### src/rtl/decode_execute_reg.sv
// decode_execute_reg: ID/EX pipeline register with load-use bubble insertion,
// branch/jump flush and execute-side hold.
// Optional inserted-bubble counter enabled by defining DECODE_EXECUTE_PERF_EN.
module decode_execute_reg #(
    parameter int unsigned DATA_W     = 32,
    parameter int unsigned REG_ADDR_W = 5,
    parameter int unsigned PC_W       = 32,
    parameter int unsigned LINK_REG   = 31
) (
    input  logic                  clk,
    input  logic                  rst_n,
    input  logic                  valid_d,
    input  logic                  reg_write_d,
    input  logic [1:0]            mem_to_reg_d,
    input  logic                  mem_write_d,
    input  logic [1:0]            alu_control_d,
    input  logic                  alu_src_d,
    input  logic [1:0]            reg_dst_d,
    input  logic                  jump_d,
    input  logic                  branch_d,
    input  logic [DATA_W-1:0]     rd1_d,
    input  logic [DATA_W-1:0]     rd2_d,
    input  logic [DATA_W-1:0]     sign_imm_d,
    input  logic [PC_W-1:0]       pc_plus4_d,
    input  logic [REG_ADDR_W-1:0] rs_d,
    input  logic [REG_ADDR_W-1:0] rt_d,
    input  logic [REG_ADDR_W-1:0] rd_d,
    input  logic                  flush_e,
    input  logic                  hold_e,
    output logic                  stall_d,
    output logic                  valid_e,
    output logic                  reg_write_e,
    output logic [1:0]            mem_to_reg_e,
    output logic                  mem_write_e,
    output logic [1:0]            alu_control_e,
    output logic                  alu_src_e,
    output logic                  jump_e,
    output logic                  branch_e,
    output logic [DATA_W-1:0]     rd1_e,
    output logic [DATA_W-1:0]     rd2_e,
    output logic [DATA_W-1:0]     sign_imm_e,
    output logic [PC_W-1:0]       pc_plus4_e,
    output logic [REG_ADDR_W-1:0] rs_e,
    output logic [REG_ADDR_W-1:0] rt_e,
    output logic [REG_ADDR_W-1:0] write_reg_e,
    output logic [31:0]           bubble_count
);

    localparam logic [1:0] MTR_MEM = 2'b01;

    logic                  w_load_use;
    logic [REG_ADDR_W-1:0] w_write_reg;

    // Load in execute whose destination is read by the instruction in decode
    assign w_load_use = valid_e & reg_write_e & (mem_to_reg_e == MTR_MEM)
                      & (write_reg_e != '0) & valid_d
                      & ((write_reg_e == rs_d) | (write_reg_e == rt_d));

    // A flush squashes the consumer anyway, so it does not need to wait
    assign stall_d = hold_e | (w_load_use & ~flush_e);

    // Resolve destination register from reg_dst encoding
    always_comb begin
        w_write_reg = '0;
        case (reg_dst_d)
            2'b00:   w_write_reg = rt_d;
            2'b01:   w_write_reg = rd_d;
            2'b10:   w_write_reg = REG_ADDR_W'(LINK_REG);
            default: w_write_reg = '0;
        endcase
    end

    // Pipeline register: reset > hold > bubble (flush/load-use) > capture
    always_ff @(posedge clk) begin
        if (!rst_n || (!hold_e && (flush_e || w_load_use))) begin
            valid_e       <= 1'b0;
            reg_write_e   <= 1'b0;
            mem_to_reg_e  <= 2'b00;
            mem_write_e   <= 1'b0;
            alu_control_e <= 2'b00;
            alu_src_e     <= 1'b0;
            jump_e        <= 1'b0;
            branch_e      <= 1'b0;
            rd1_e         <= '0;
            rd2_e         <= '0;
            sign_imm_e    <= '0;
            pc_plus4_e    <= '0;
            rs_e          <= '0;
            rt_e          <= '0;
            write_reg_e   <= '0;
        end else if (!hold_e) begin
            valid_e       <= valid_d;
            reg_write_e   <= valid_d & reg_write_d;
            mem_to_reg_e  <= valid_d ? mem_to_reg_d : 2'b00;
            mem_write_e   <= valid_d & mem_write_d;
            alu_control_e <= valid_d ? alu_control_d : 2'b00;
            alu_src_e     <= valid_d & alu_src_d;
            jump_e        <= valid_d & jump_d;
            branch_e      <= valid_d & branch_d;
            rd1_e         <= rd1_d;
            rd2_e         <= rd2_d;
            sign_imm_e    <= sign_imm_d;
            pc_plus4_e    <= pc_plus4_d;
            rs_e          <= rs_d;
            rt_e          <= rt_d;
            write_reg_e   <= w_write_reg;
        end
    end

`ifdef DECODE_EXECUTE_PERF_EN
    logic        w_bubble;
    logic [31:0] r_bubble_count;

    assign w_bubble = ~hold_e & (flush_e | w_load_use);

    // Count inserted bubbles, wrapping naturally at 2^32
    always_ff @(posedge clk) begin
        if (!rst_n) begin
            r_bubble_count <= 32'd0;
        end else if (w_bubble) begin
            r_bubble_count <= r_bubble_count + 32'd1;
        end
    end

    assign bubble_count = r_bubble_count;
`else
    assign bubble_count = 32'd0;
`endif

endmodule

### config.mk
export PLATFORM = sky130hd
export DESIGN_NAME = decode_execute_reg
export DESIGN_NICKNAME = d
export VERILOG_FILES = /design/src/rtl/decode_execute_reg.sv
export SDC_FILE = /design/constraint.sdc
export NUM_CORES = 1
export LEC_CHECK = 0
export ABC_AREA = 1
export CAP_MARGIN = 15
export CORE_ASPECT_RATIO = 0.8
export CORE_MARGIN = 3
export CORE_UTILIZATION = 38
export DETAILED_ROUTE_END_ITERATION = 10
export PLACE_DENSITY = 0.93
export SLEW_MARGIN = 30
export SYNTH_ARGS = -nofsm -noshare
export SYNTH_HDL_FRONTEND = slang
export SYNTH_SLANG_ARGS = --single-unit
### constraint.sdc
create_clock -name clk -period 1.7 [get_ports clk]
set_input_delay 0.17 -clock clk [delete_from_list [all_inputs] [get_ports clk]]
set_output_delay 0.17 -clock clk [all_outputs]
set_load 0.02 [all_outputs]
==> out/qor.txt, run 1 <==
H-tree levels -> 4
routed wire length -> 24.5 mm
Worst Path Arrival -> 2.19 ns
DRC Markers -> 0
YS warnings -> 0
CTS max path bufs -> 2
PortBufs -> 312
post-synthesis register bit count -> 153
Initial DRT Pass Iterations -> 4
setup total negative slack -> -11.26 ns
CTS root buf -> clkbuf_16
Die Ht -> 117 um
final instance area -> 0.0110 mm^2
critical path cell sequence -> buf_6 > nor3_2 > nand3_1 > nand2_1 > inv_1 > nand2_2 > buf_6 > nand2_4 > nand2_8 > nand2_8 > buf_8 > nor2_1
Seq/Total Area, Yosys -> 0.521
Crit. End Element -> flip-flop
# rows -> 39
wire length of the first global-routing pass -> 27.9 mm
Pins Over Slew Limit -> 0
final core utilization -> 0.752
CTS tree -> yes
core footprint -> 0.0147 mm^2
Rel. slew slack -> 0.510
non-filler cells, final -> 1180
Critical Path RT -> 2.05 ns
largest net degree at the start of global routing -> 58
Hold Vio Cnt, Final -> 0
starting density of the core -> 0.400
Tcrit/Tclk final -> 1.08
dpl hpwl -> 14.3 mm
global-route usage over all layers -> 0.209
Max FO, Critical Path -> 6
Placer Congestion -> 0.808
outcome -> finished with violations
routed vias/inst -> 4.77
Num CTS Buffers -> 17
post-synthesis cell area -> 0.00588 mm^2
CTS sink count -> 153
cts hold-fix bufs -> 0
critical path startpoint category -> flip-flop
clk slew on worst S/H paths -> 0.07 ns
synth unique cells -> 21
crit-path max cell delay -> 0.36 ns
# diodes -> 0
Routed wire per std cell -> 20.7 um
total congestion overflow -> 0
filler instances -> 914
initial antenna violation count -> 0
initial DRC count -> 192
fin worst setup slack -> -0.137 ns
Crit Path Category -> flip-flop to flip-flop
static leakage -> 4.59 nW
Fin Clk Skew -> 0.0135 ns
fmax -> 0.544 GHz
Buf/Inv on CP -> 4
Mapped Cells -> 615
Critical-path top delay cell -> dfxtp_4
Max VDD drop -> 0.754 mV
Crit path max-delay family -> simple AND/OR/NAND/NOR gates
mean post-synth cell area -> 9.56 um^2
DR vias -> 5629
vias in the first global route -> 5298
Max-cap violations -> 0
DIE AREA -> 0.0170 mm^2
Antenna Nets Post-Route -> 0
failing checks -> setup timing
final setup violating endpoints -> 154
Pwr Total -> 10.1 mW
Placed Instances -> 1127
RSZ-0062 raised after global routing -> yes
Power per Cell Area -> 916 mW/mm^2
DP Area -> 0.00926 mm^2
Final min period -> 1.84 ns
Final #Nets -> 1121
share of layout cells above drive strength 1 -> 0.230
Worst Tran Pin Value -> 0.733 ns
die width -> 145 um
area delta synth->final -> 88.0%
Ports -> 345
Skew-Pair Late Insertion Delay -> 0.43 ns
worst min path class -> input port to flip-flop
registers in the layout, indices dropped and copies added, names as in the netlist, 5 cells and up:
register	cells
sign_imm_e	32
rt_e	5
write_reg_e	5
rd1_e	32
pc_plus4_e	32
rd2_e	32
rs_e	5
cells in the mapped netlist, drive strengths merged:
cell type	number	area, um^2
a21oi	1	5.00
xnor2	2	17.5
conb	1	3.75
dfxtp	153	3060
clkinv	1	3.75
inv	21	78.8
nor2	160	601
or2	1	6.26
o21ai	23	115
nand2	40	153
buf	50	359
nor3	1	5.00
clkbuf	16	60.1
nand3	4	20.0
nor3b	1	7.51
a22oi	9	67.6
mux2i	131	1310
metrics by stage:
stage / setup slack (ns) / hold slack, ns
after CTS: -0.0875 / 0.346
after floorplan: 0.118 / 0.329
after detailed placement: -0.458 / 0.497
after global routing: -0.232 / 0.342
after global placement: -0.431 / 0.486
final: -0.137 / 0.357
worst reg2reg max path: stages, from the launching register on:
cell and delay [ns]:
dfxtp_4 0.36, buf_6 0.12, nor3_2 0.17, nand3_1 0.14, nand2_1 0.08, inv_1 0.04
nand2_2 0.08, buf_6 0.10, nand2_4 0.05, nand2_8 0.15, nand2_8 0.12, buf_8 0.22
nor2_1 0.14
cells by family (layout without fill, tap and decap cells):
group	Yosys count	after routing	share of synthesized area
XOR/XNOR	2	2	0.00298
AO/OA/AOI/OAI	33	33	0.0319
flip-flops	153	153	0.521
AND/OR/NAND/NOR	207	210	0.135
multiplexers	131	131	0.223
other	1	32	0.000638
buffers and inverters	88	414	0.0854
power breakdown:
| part | total, mW | internal, mW | leakage, nW | switching, mW |
|---|---|---|---|---|
| sequential | 3.88 | 3.77 | 1.26 | 0.118 |
| combinational | 2.12 | 1.07 | 3.02 | 1.05 |
| clock | 4.12 | 2.52 | 0.313 | 1.60 |
per-layer routing:
layer,global-route usage,wire length (um),vias to the layer above
met5,0,0,-
met4,0.0816,660,0
met3,0.0824,1430,49
li1,-,-,2639
met1,0.226,9260,2711
met2,0.376,13100,230
final timing paths:
kind	startpoint	endpoint	slack, ns	depth (start not counted)
max reg2reg	write_reg_e[1]$_SDFFE_PP0N_	pc_plus4_e[21]$_SDFFE_PP0N_	-0.14	12
min	sign_imm_d[25]	sign_imm_e[25]$_SDFFE_PP0N_	0.36	3
min reg2reg	rd1_e[28]$_SDFFE_PP0N_	rd1_e[28]$_SDFFE_PP0N_	0.51	2
max	write_reg_e[1]$_SDFFE_PP0N_	pc_plus4_e[21]$_SDFFE_PP0N_	-0.14	12
layout make-up:
class                   instances  area (um^2)  share of cell area
clock inverters                13          194              0.0176
clock buffers                  19          443              0.0401
well taps                     205          256              0.0232
repair buffers                360         3850               0.349
inverters                      22         82.6             0.00747
multi-input cells             408         3140               0.284
flip-flops and latches        153         3080               0.279
repair_timing:
| item | CTS | global route |
|---|---|---|
| cloned | 0 | 20 |
| pin swaps | 9 | 9 |
| setup endpoints to repair | 14 | 156 |
| resized for setup | 20 | 215 |
| setup buffers | 1 | 0 |
cells in the final DEF (no fill, tap or decap), types with 2 or more instances in the layout:
cell type | synthesis | final
a22oi_1 | 9 | 9
buf_12 | 0 | 9
buf_4 | 41 | 19
buf_6 | 1 | 5
buf_8 | 0 | 6
bufinv_16 | 0 | 4
clkbuf_16 | 0 | 28
clkdlybuf4s50_1 | 0 | 306
clkinv_2 | 0 | 2
clkinv_4 | 0 | 5
conb_1 | 1 | 32
dfxtp_1 | 153 | 148
dfxtp_4 | 0 | 4
dlymetal6s2s_1 | 0 | 3
inv_1 | 18 | 18
inv_2 | 3 | 3
mux2i_1 | 131 | 131
nand2_1 | 39 | 34
nand2_2 | 1 | 3
nand2_8 | 0 | 5
nand3_1 | 4 | 4
nor2_1 | 160 | 37
nor2_2 | 0 | 65
nor2_4 | 0 | 58
o21ai_0 | 23 | 22
xnor2_1 | 2 | 2
No activity file was read; power rests on OpenSTA's default activity.
==> inputs of run 2 (changes only) <==
Settings changed: GPL_TIMING_DRIVEN set to 1.
==> results of run 2 <==
Same layout as run 1: the final DEF is identical, and so are final timing and power.
==> inputs of run 3 (changes only) <==
Settings changed: ABC_AREA 1 to 0, CORE_UTILIZATION 38 to 41, PLACE_DENSITY 0.93 to 0.94.
==> run 3 against run 2 <==
The flow still finishes with violations (setup timing). Sequential share of layout area fell by 2.1 points. Die area up 8.1%. Total power shrank 9.3%. Sequential cell count stayed put. Final area rose by 8.1%. Setup slack worse by 0.19 ns. Global-route usage grew 5.5 points. Highest routed layer unchanged. Register-to-register slack got worse by 0.14 ns.
==> out/qor.txt, run 3 <==
initial DRC count -> 411
routed vias/inst -> 5.42
fmax -> 0.494 GHz
Hold Vio Cnt, Final -> 0
Num CTS Buffers -> 17
starting density of the core -> 0.427
total congestion overflow -> 0
Yosys top cell by area -> dfxtp_1
Final min period -> 2.02 ns
share of layout cells above drive strength 1 -> 0.236
DP Area -> 0.0101 mm^2
initial antenna violation count -> 0
core footprint -> 0.0161 mm^2
top-count cell post-synth -> dfxtp_1
top_reg_cell synth -> dfxtp_1
Seq/Total Area, Yosys -> 0.445
global-route usage over all layers -> 0.264
static leakage -> 4.44 nW
CTS sink count -> 153
storage element area -> 0.00308 mm^2
number of synthesized flops with an enable pin -> 0
top cell type's share of synthesized area -> 0.445
routed wire length -> 27.2 mm
Pins Over Slew Limit -> 0
RSZ-0062 raised after global routing -> yes
outcome -> finished with violations
post-synthesis cell area -> 0.00688 mm^2
CTS root buf -> clkbuf_16
most frequent cells in the layout -> 304 x clkdlybuf4s50_1, 148 x dfxtp_1, 140 x nand3_1, 138 x nand3b_1, 137 x o21ai_2
Rel. slew slack -> 0.534
mean post-synth cell area -> 8.95 um^2
Async SR Flop Fraction -> 0
final instance area -> 0.0119 mm^2
dpl hpwl -> 16.0 mm
DR vias -> 7158
filler instances -> 1049
Worst Path Arrival -> 1.85 ns
# rows -> 41
Max FO, Critical Path -> 4
CTS max path bufs -> 2
Initial DRT Pass Iterations -> 5
WL met3 -> 2.37 mm
multi-input logic area -> 0.00359 mm^2
Power per Cell Area -> 769 mW/mm^2
YS warnings -> 0
vias in the first global route -> 6900
DRC Markers -> 0
wire length of the first global-routing pass -> 37.7 mm
Fin Clk Skew -> 0.0146 ns
dpl ws -> -0.584 ns
critical path startpoint category -> flip-flop
Worst Tran Pin Value -> 0.699 ns
Crit. End Element -> output pin
PortBufs -> 312
post-synthesis register bit count -> 153
synth unique cells -> 26
top cells by count, synth -> 153 x dfxtp_1, 140 x nand3_1, 138 x nand3b_1, 97 x o21ai_0, 65 x clkbuf_1
worst min path class -> input port to flip-flop
top cells by area, synth -> dfxtp_1 45%, nand3b_1 15%, nand3_1 10%
CTS tree -> yes
clk slew on worst S/H paths -> 0.06 ns
Ports -> 345
fin worst setup slack -> -0.323 ns
Mapped Cells -> 769
Hold WS -> 0.0539 ns
failing checks -> setup timing
Skew-Pair Late Insertion Delay -> 0.42 ns
Placer Congestion -> 0.837
final setup violating endpoints -> 154
Die Ht -> 122 um
area delta synth->final -> 73.5%
Top Layer Used -> met4
# diodes -> 0
Tcrit/Tclk final -> 1.19
DIE AREA -> 0.0184 mm^2
Crit Path Category -> flip-flop to output pin
cts hold-fix bufs -> 0
Final #Nets -> 1252
Critical Path RT -> 1.53 ns
die width -> 151 um
most common cell after layout, fill and taps aside -> clkdlybuf4s50_1
Max VDD drop -> 0.611 mV
Antenna Nets Post-Route -> 0
Routed wire per std cell -> 20.6 um
largest net degree at the start of global routing -> 132
wire length on met2 -> 13.6 mm
Max-cap violations -> 0
H-tree levels -> 4
Met1 Wirelength -> 10.5 mm
[run 3: cell types whose count changed in the layout (fill, tap and decap cells not counted), moves of 17 or more]
cell      change
nand3_1     +136
o21ai_0      -17
nand3b_1    +138
nor2_4       -58
nor2_1       -30
inv_1        -17
mux2i_1     -131
nor2_2       -65
o21ai_2     +136
[run 3: final cells by class]
class                   count  share of cell area
repair buffers            389               0.369
clock inverters            12              0.0116
well taps                 215              0.0225
clock buffers              19              0.0379
flip-flops and latches    153               0.258
multi-input cells         531               0.301
inverters                   1            0.000314
[run 3: through the flow]
| step | power, mW | utilization | TNS (ns) | std cells |
|---|---|---|---|---|
| floorplan | 4.56 | - | 0 | 800 |
| global placement | 5.32 | 0.629 | -63.83 | 1251 |
| detailed placement | 5.35 | 0.629 | -69.24 | 1251 |
| CTS | 9.16 | 0.703 | -35.08 | 1302 |
| global route | 9.49 | 0.741 | -28.84 | 1320 |
| finish | 9.19 | 0.741 | -22.88 | 1320 |
[run 3: power by group]
group | leakage (nW) | internal [mW] | switching, mW
registers | 1.25 | 3.72 | 0.0807
clock network | 0.279 | 2.25 | 1.59
logic | 2.91 | 0.804 | 0.736
[run 3: cell families after synthesis]
| logic type | Yosys count | share of synthesized area |
|---|---|---|
| XOR/XNOR | 10 | 0.0127 |
| buffers and inverters | 116 | 0.0993 |
| AND/OR/NAND/NOR | 328 | 0.289 |
| flip-flops | 153 | 0.445 |
| other | 1 | 0.000545 |
| AO/OA/AOI/OAI | 161 | 0.153 |
[run 3: final timing paths]
path	start	endpoint	slack, ns	cells after the start
hold reg to reg	alu_control_e[1]$_SDFFE_PP0N_	alu_control_e[1]$_SDFFE_PP0N_	0.45	2
setup / recovery	write_reg_e[1]$_SDFFE_PP0N_	stall_d	-0.32	5
hold / removal	hold_e	rs_e[4]$_SDFFE_PP0N_	0.05	3
setup reg to reg	write_reg_e[1]$_SDFFE_PP0N_	sign_imm_e[19]$_SDFFE_PP0N_	-0.28	9
[run 3: worst max-delay path, cell delays in order, from the launching register on]
cell	delay [ns]
dfxtp_4	0.36
or4_4	0.53
o21ai_4	0.17
a21oi_4	0.06
a21o_4	0.20
buf_6	0.12
[run 3: repair_timing]
item | in CTS | in global routing
setup endpoints to repair | 155 | 158
endpoints found under the hold margin | 0 | 0
pin swaps | 8 | 120
setup buffers | 4 | 13
resized for setup | 103 | 123
gates cloned | 16 | 10
[run 3: metal layers]
layer | vias up | track usage
li1 | 3319 | -
met1 | 3457 | 0.308
met2 | 322 | 0.446
met3 | 60 | 0.101
met4 | 0 | 0.0878
met5 | - | 0
